### src/rtl/raster_pkg.sv
// raster_pkg: types and constants shared by the raster FIFO writer.
//   state_e     - writer FSM states
//   HDR_MAGIC_W - width of the magic field at the top of a header word
//   HDR_MAGIC   - magic byte that marks a line header in the FIFO stream
package raster_pkg;

  typedef enum logic [2:0] {
    ST_IDLE,
    ST_ARMED,
    ST_HEADER,
    ST_STREAM,
    ST_DONE
  } state_e;

  localparam int                     HDR_MAGIC_W = 8;
  localparam logic [HDR_MAGIC_W-1:0] HDR_MAGIC   = 8'hA5;

endpackage

### src/rtl/sat_counter.sv
// sat_counter: up-counter that sticks at all-ones instead of wrapping.
//   clk, rst_n - clock, async active-low reset
//   clr        - synchronous clear (wins over inc)
//   inc        - count up by one
//   cnt        - current count
module sat_counter #(
  parameter int W = 16
) (
  input  logic         clk,
  input  logic         rst_n,
  input  logic         clr,
  input  logic         inc,
  output logic [W-1:0] cnt
);

  always_ff @(posedge clk or negedge rst_n) begin
    if (!rst_n)                cnt <= '0;
    else if (clr)              cnt <= '0;
    else if (inc && cnt != '1) cnt <= cnt + 1'b1;
  end

endmodule

### src/rtl/raster_fifo_writer.sv
// raster_fifo_writer: frames raster samples into lines and drives the FIFO
// write port. Samples arriving while the FIFO is full are dropped (the scan
// never stalls) and the loss is reported via sticky overflow / drop_cnt.
//
// Build option: RASTER_WRITER_HEADER_EN - when defined, each line is prefixed
// by one header word {HDR_MAGIC, line_idx}.
//
// Ports:
//   clk, rst_n            - clock, async active-low reset
//   scan_arm              - pulse: start a frame from IDLE or DONE
//   abort                 - back to IDLE next edge, highest priority
//   line_start            - start of line (honoured only in ARMED)
//   sample_valid/_dat     - incoming sample
//   fifo_full             - FIFO cannot accept a write this cycle
//   write_enable/_dat     - registered FIFO write port
//   busy, done            - frame in progress / frame complete
//   overflow, drop_cnt    - sticky loss flag, saturating drop count
//   line_idx              - index of the current line
module raster_fifo_writer
  import raster_pkg::*;
#(
  parameter int DAT_WID  = 24,
  parameter int LINE_LEN = 256,
  parameter int LINES    = 256,
  parameter int CNT_WID  = 16
) (
  input  logic               clk,
  input  logic               rst_n,
  input  logic               scan_arm,
  input  logic               abort,
  input  logic               line_start,
  input  logic               sample_valid,
  input  logic [DAT_WID-1:0] sample_dat,
  input  logic               fifo_full,
  output logic               write_enable,
  output logic [DAT_WID-1:0] write_dat,
  output logic               busy,
  output logic               done,
  output logic               overflow,
  output logic [CNT_WID-1:0] drop_cnt,
  output logic [CNT_WID-1:0] line_idx
);

  localparam int                SCNT_W    = $clog2(LINE_LEN + 1);
  localparam logic [SCNT_W-1:0] SMP_LAST  = SCNT_W'(LINE_LEN - 1);
  localparam logic [CNT_WID:0]  LINE_LAST = (CNT_WID + 1)'(LINES - 1);

  state_e              state, nxt;
  logic [SCNT_W-1:0]   smp_cnt;
  logic                arm_clr, smp_adv, drop, ovf_set, wr_d;
  logic [DAT_WID-1:0]  wr_dat_d;
  logic                line_end, last_line;

`ifdef RASTER_WRITER_HEADER_EN
  localparam int HDR_IDX_W = DAT_WID - HDR_MAGIC_W;
  logic [HDR_IDX_W-1:0] hdr_idx;
  assign hdr_idx = HDR_IDX_W'(line_idx);
`endif

  // Decided on the accepting sample itself so the line closes on that edge.
  assign line_end  = (smp_cnt == SMP_LAST);
  assign last_line = ({1'b0, line_idx} == LINE_LAST);

  always_ff @(posedge clk or negedge rst_n) begin
    if (!rst_n) state <= ST_IDLE;
    else        state <= nxt;
  end

  always_comb begin
    nxt      = state;
    arm_clr  = 1'b0;
    smp_adv  = 1'b0;
    drop     = 1'b0;
    ovf_set  = 1'b0;
    wr_d     = 1'b0;
    wr_dat_d = write_dat;
    if (abort) begin
      nxt = ST_IDLE;
    end else begin
      case (state)
        ST_IDLE, ST_DONE: begin
          if (scan_arm) begin
            arm_clr = 1'b1;
            nxt     = ST_ARMED;
          end
        end
        ST_ARMED: begin
`ifdef RASTER_WRITER_HEADER_EN
          if (line_start) nxt = ST_HEADER;
`else
          if (line_start) nxt = ST_STREAM;
`endif
        end
`ifdef RASTER_WRITER_HEADER_EN
        ST_HEADER: begin
          // A lost header flags overflow but is not a dropped sample.
          wr_d     = !fifo_full;
          wr_dat_d = {HDR_MAGIC, hdr_idx};
          ovf_set  = fifo_full;
          nxt      = ST_STREAM;
        end
`endif
        ST_STREAM: begin
          if (sample_valid) begin
            smp_adv = 1'b1;
            if (fifo_full) begin
              drop    = 1'b1;
              ovf_set = 1'b1;
            end else begin
              wr_d     = 1'b1;
              wr_dat_d = sample_dat;
            end
            if (line_end) nxt = last_line ? ST_DONE : ST_ARMED;
          end
        end
        default: nxt = ST_IDLE;
      endcase
    end
  end

  always_ff @(posedge clk or negedge rst_n) begin
    if (!rst_n) begin
      write_enable <= 1'b0;
      write_dat    <= '0;
      smp_cnt      <= '0;
      line_idx     <= '0;
      overflow     <= 1'b0;
    end else begin
      write_enable <= wr_d;
      write_dat    <= wr_dat_d;
      if (arm_clr) begin
        smp_cnt  <= '0;
        line_idx <= '0;
        overflow <= 1'b0;
      end else begin
        if (smp_adv) smp_cnt <= line_end ? '0 : smp_cnt + 1'b1;
        if (smp_adv && line_end) line_idx <= line_idx + 1'b1;
        if (ovf_set) overflow <= 1'b1;
      end
    end
  end

  sat_counter #(.W(CNT_WID)) u_drop_cnt (
    .clk   (clk),
    .rst_n (rst_n),
    .clr   (arm_clr),
    .inc   (drop),
    .cnt   (drop_cnt)
  );

  assign busy = (state != ST_IDLE) && (state != ST_DONE);
  assign done = (state == ST_DONE);

endmodule

### config.mk
export PLATFORM = sky130hd
export DESIGN_NAME = raster_fifo_writer
export DESIGN_NICKNAME = d
export VERILOG_FILES = /design/src/rtl/raster_pkg.sv /design/src/rtl/sat_counter.sv /design/src/rtl/raster_fifo_writer.sv
export SDC_FILE = /design/constraint.sdc
export NUM_CORES = 1
export LEC_CHECK = 0
export CAP_MARGIN = 20
export CELL_PAD_IN_SITES_DETAIL_PLACEMENT = 1
export CELL_PAD_IN_SITES_GLOBAL_PLACEMENT = 2
export CORE_MARGIN = 2
export CORE_UTILIZATION = 27
export DETAILED_ROUTE_END_ITERATION = 10
export GPL_ROUTABILITY_DRIVEN = 0
export PLACE_DENSITY = 0.84
export SLEW_MARGIN = 5
export SYNTH_ARGS = -nofsm -noshare
export SYNTH_HDL_FRONTEND = slang
export SYNTH_HIERARCHICAL = 1
export SYNTH_SLANG_ARGS = --single-unit
### constraint.sdc
create_clock -name clk -period 2.55 [get_ports clk]
set_clock_uncertainty 0.1 [all_clocks]
set_input_delay 0.51 -clock clk [delete_from_list [all_inputs] [get_ports clk]]
set_output_delay 0.51 -clock clk [all_outputs]
set_load 0.01 [all_outputs]
Word level (Yosys, flattened, before mapping)
Cells that the tools add are included.
{"block": "word_totals", "elab_cells": 65, "regBits": 70}
{"block": "op_classes", "mux": 30, "reduce_logical": 12, "n_eq_ne": 11, "add_sub_neg": 3, "bitwise": 2}
{"op": "16-bit two-way mux", "count": 4}
{"op": "16-bit by 1-bit adder with 16-bit output (second input constant)", "count": 2}
{"op": "9-bit two-way mux", "count": 3}
{"op": "3-bit two-way mux", "count": 6}
{"op": "16-bit by 8-bit == test with 1-bit output (second input constant)", "count": 1}
{"op": "1-bit two-way mux", "count": 16}
{"op": "16-bit inequality test (second input constant)", "count": 1}
{"op": "3-bit inequality test (second input constant)", "count": 5}
{"op": "9-bit by 1-bit adder with 9-bit output (second input constant)", "count": 1}
{"op": "9-bit by 8-bit == test with 1-bit output (second input constant)", "count": 1}
{"op": "3-bit case mux with 3 select lines", "count": 1}
{"op": "4-bit AND reduction", "count": 2}
{"op": "2-bit nonzero test", "count": 4}
{"op": "3-bit by 1-bit == test with 1-bit output (second input constant)", "count": 1}
{"op": "3-bit by 2-bit == test with 1-bit output (second input constant)", "count": 1}
{"op": "3-bit == test (second input constant)", "count": 1}
{"op": "1-bit logical AND", "count": 3}
{"op": "3-bit logical NOT", "count": 1}
{"op": "3-bit nonzero test", "count": 1}
{"op": "1-bit NOT", "count": 2}
{"op": "2-bit OR reduction", "count": 1}

Depth between registers and ports, before layout
{"block": "logic_depth", "word_depth": 7, "depth_mapped": 9}

By module
Netlist, hierarchy kept.
{"mod": "raster_fifo_writer", "area_per_inst_um2": 2503.7, "instances": 1, "cells_per_inst": 228}
{"mod": "sat_counter", "area_per_inst_um2": 942.2, "instances": 1, "cells_per_inst": 98}

Worst setup path before layout
Ideal clock, no wire load.
{"block": "synth_timing", "path_type": "input to register", "from": "input abort", "to": "register u_drop_cnt.cnt[3]", "setup_slack_ns": -0.019, "arrival_time_ns": 2.391, "t_required_ns": 2.372, "cell_stages": 8, "setup_time_ns": 0.078, "cell_sequence": "or3b_1 buf_6 nor2_1 and2_1 inv_1 clkbuf_1 or4_2 a21oi_1"}
{"block": "synth_between", "elab_chain_len": 3, "word_cells_on_any_way": 5, "classes_between": "mux (3); reduce/logical (2)"}
{"element": "start: declaration", "line_no": "raster_fifo_writer.sv:30", "source": "input logic abort,"}
{"element": "1-bit two-way mux", "line_no": "raster_fifo_writer.sv:77", "source": "if (abort) begin"}
{"element": "net drop", "line_no": "raster_fifo_writer.sv:50", "source": "logic arm_clr, smp_adv, drop, ovf_set, wr_d;"}
{"element": "1-bit logical AND", "line_no": "sat_counter.sv:19", "source": "else if (inc && cnt != '1) cnt <= cnt + 1'b1;"}
{"element": "2-bit nonzero test (no source line)"}
{"element": "end signal: assignment", "line_no": "sat_counter.sv:19"}
{"element": "end: declaration", "line_no": "sat_counter.sv:13", "source": "output logic [W-1:0] cnt"}
The timed path passes the listed nets, and every way through them passes these cells.
A chain may end at the register's enable or synchronous reset.

Worst setup path after layout
{"block": "layout_timing", "from": "input abort", "to": "register u_drop_cnt.cnt[11]"}
The elaborated chain is that of the path after synthesis.

==> results.cfg <==
[status]
status = finished clean

[final_layout]
syn2layout_area_growth_pct = 44.3
fin_cells = 609
drive_gt1_share_pct = 18.3
fillCellCount = 1402
antennaDiodeCount = 0
nets = 467

[yosys]
ys_async_sr_fraction_pct = 100
syn_avg_cell_area_um2 = 10.6
synth-seq-cells = 70
ys_types = 52
yosys.area.top_type = dfrtp_1
synth_nets = 360
synth-edff-count = 0
ys.flop_type = dfrtp_1
syn-cell-area_um2 = 3450
synth_cells = 326
yosysTopAreaCellShare_pct = 50.8
synth-seq-area-share_pct = 50.8
synth_warnings = 6
synthTopCellsByArea = dfrtp_1, mux2_2, a21oi_1

[global_route]
grt_pass1_vias = 3402
antenna_found_initial = 0
grt_pass1_wl_mm = 16.6
grt_max_degree = 44
grt_remaining_overflow = 0
grt.total_usage_pct = 15.3

[worst_setup_path]
cp.arrival_ps = 2600
r2r_start = smp_cnt[0]$_DFFE_PN0P_
startpoint_type = input port
critical_path_class = input port to flop
crit_required_ps = 2660
r2r_cells = 5
critPathCaptureType = flop
r2r_setup_slack_ps = 180
cp_max_fo = 14
r2r_end = line_idx[9]$_DFFE_PN0P_

[floorplanning]
coreArea_um2 = 12500
fp.dieH_um = 117
fp.dieW_um = 117
start_util_pct = 27.5
num_rows = 41
die_area_um2 = 13700
io_pins = 91

[timing]
fmax_ghz = 0.401
slew_violations = 0
worst_slew_pin_slew_ps = 672
maxSlewHeadroom_pct = 55.2
finalCriticalPeriod_ps = 2500
hold_viol_final = 0
setup_viol = 0
finalSetupTns_ps = 0
rsz0062_at_grt = yes
final.period_utilization_pct = 97.9
holdWs_ps = 124

[clocking]
cts_tree = done
cts-htree-levels = 3
cts_buffers = 9
cts-root-buf = clkbuf_16
postCtsSetupRepairBufs = 0
clock_latency_ps = 320
hold_buffers = 0
cts.sinks = 70
cts_buffer_depth = 2
clk_pin_slew_worst_paths_ps = 50

[power]
clockPowerShare_pct = 40.2
switching_share_pct = 23.7
seqPwrFrac_pct = 43.8
p_int_mw = 2.18
report.power.total_mw = 2.86
pwr-share-comb_pct = 16.0
net-switching-power_uw = 679
ir_worst_vdd_uv = 465
cellLeakagePower_nw = 2.04
p_per_area_nw_per_um2 = 575

[min_path]
min_path_type = input port to asynchronous set/reset pin

[route]
routed_wl_mm = 9.79
wl_per_cell_um = 16.1
dr_total_vias = 3072
drtAntennaViolNets = 0
drc = 0
first_iter_violations = 87
routed_via_density = 5.04
dr.pass1.iters = 4

[placed_design]
dp_cells = 594
dp.final_hpwl_mm = 7.01
io_buffers = 90

[job]
drv_cap = 0
[metrics by stage]
stage | area, um2 | utilization [%] | setup WS, ps
4_1_cts | 4940 | 39.5 | 4.05
3_3_place_gp | 4670 | 37.3 | -345
2_1_floorplan | 3450 | - | 20.3
5_1_grt | 4970 | 39.7 | -21.5
3_5_place_dp | 4670 | 37.3 | -396
6_report | 4970 | 39.7 | 53.4
[critical path, cell delays in order]
cell,delay [ps]
clkdlybuf4s50_1,430
or3b_4,410
nor2_2,150
and2_4,170
inv_1,100
buf_12,160
nor4_1,310
mux2_1,360
[synth_stat cells (all sizes together), types with 2 or more instances]
library cell,n
nand2,27
mux2,28
o31ai,15
dfrtp,70
nor2,13
and3,4
a21oi,26
xnor2,3
inv,11
nand4,12
o21ai,10
nor2b,5
a211oi,2
or2,3
buf,8
and4,4
or4,17
nand3,12
mux2i,2
o211ai,3
or3,7
clkbuf,7
ha,3
nor3,8
a311oi,2
nand2b,2
nor4,10
[metal layers]
layer | vias to the layer above | track usage [%] | part of all wire [%]
met3 | 14 | 5.97 | 7.4
met2 | 82 | 25.8 | 48
met5 | - | 0 | 0
met4 | 0 | 4.78 | 1.8
li1 | 1436 | - | -
met1 | 1540 | 17.9 | 43
[sequential cells by signal, indices dropped and copies added (netlist names)]
name            count
write_enable        1
write_dat          24
smp_cnt             9
state               3
u_drop_cnt/cnt     16
overflow            1
line_idx           16
[kinds of logic after synthesis]
| logic type | count (synthesis) | synth area share (%) |
|---|---|---|
| AND/OR/NAND/NOR | 130 | 22.2 |
| flip-flops | 70 | 50.8 |
| AO/OA/AOI/OAI | 64 | 11.8 |
| multiplexers | 30 | 9.73 |
| buffers and inverters | 26 | 3.63 |
| XOR/XNOR | 3 | 0.763 |
| adder cells (fa/ha/maj) | 3 | 1.09 |
[cell usage in the layout (no fill, tap or decap), types with 11 or more instances in the layout]
cell type and n:
inv_1 11, nor2_1 11, clkdlybuf4s50_1 89, buf_4 18, or4_1 13, nand3_1 12
mux2_2 24, a21oi_1 25, o31ai_1 15, dfrtp_1 70, nand2_1 27, nand4_1 11
[area by class of cell]
cell class / count / area (um2) / area share [%]
Sequential cell: 70 / 1750 / 35.2
Multi-Input combinational cell: 230 / 1600 / 32.2
Timing Repair Buffer: 111 / 1090 / 21.9
Clock buffer: 14 / 264 / 5.31
Tap cell: 172 / 215 / 4.33
Inverter: 11 / 41.3 / 0.831
Clock inverter: 1 / 5.00 / 0.101
[what timing repair did]
item,4_1_cts,5_1_grt
pin swaps,1,0
gates resized for setup,0,7
endpoints found under the hold margin,0,0
setup endpoints to repair,5,16
[how the worst max path moves through the flow]
stage,from,end,slack (ps),depth (start not counted)
finish,abort,u_drop_cnt/cnt[11]$_DFFE_PN0P_,50,8
global route,abort,u_drop_cnt/cnt[9]$_DFFE_PN0P_,-20,8
CTS,abort,u_drop_cnt/cnt[15]$_DFFE_PN0P_,4,8
detailed placement,abort,line_idx[9]$_DFFE_PN0P_,-400,5
global placement,abort,line_idx[13]$_DFFE_PN0P_,-340,5
floorplan,abort,u_drop_cnt/cnt[3]$_DFFE_PN0P_,20,8
[power by group through the flow]
stage / logic [mW] / registers (mW) / clock network (mW)
2_1_floorplan: 0.122 / 1.30 / 0
3_3_place_gp: 0.449 / 1.26 / 0
3_5_place_dp: 0.460 / 1.27 / 0
4_1_cts: 0.464 / 1.25 / 1.20
5_1_grt: 0.496 / 1.27 / 1.24
6_report: 0.458 / 1.25 / 1.15
No activity file was read; power rests on OpenSTA's default activity.
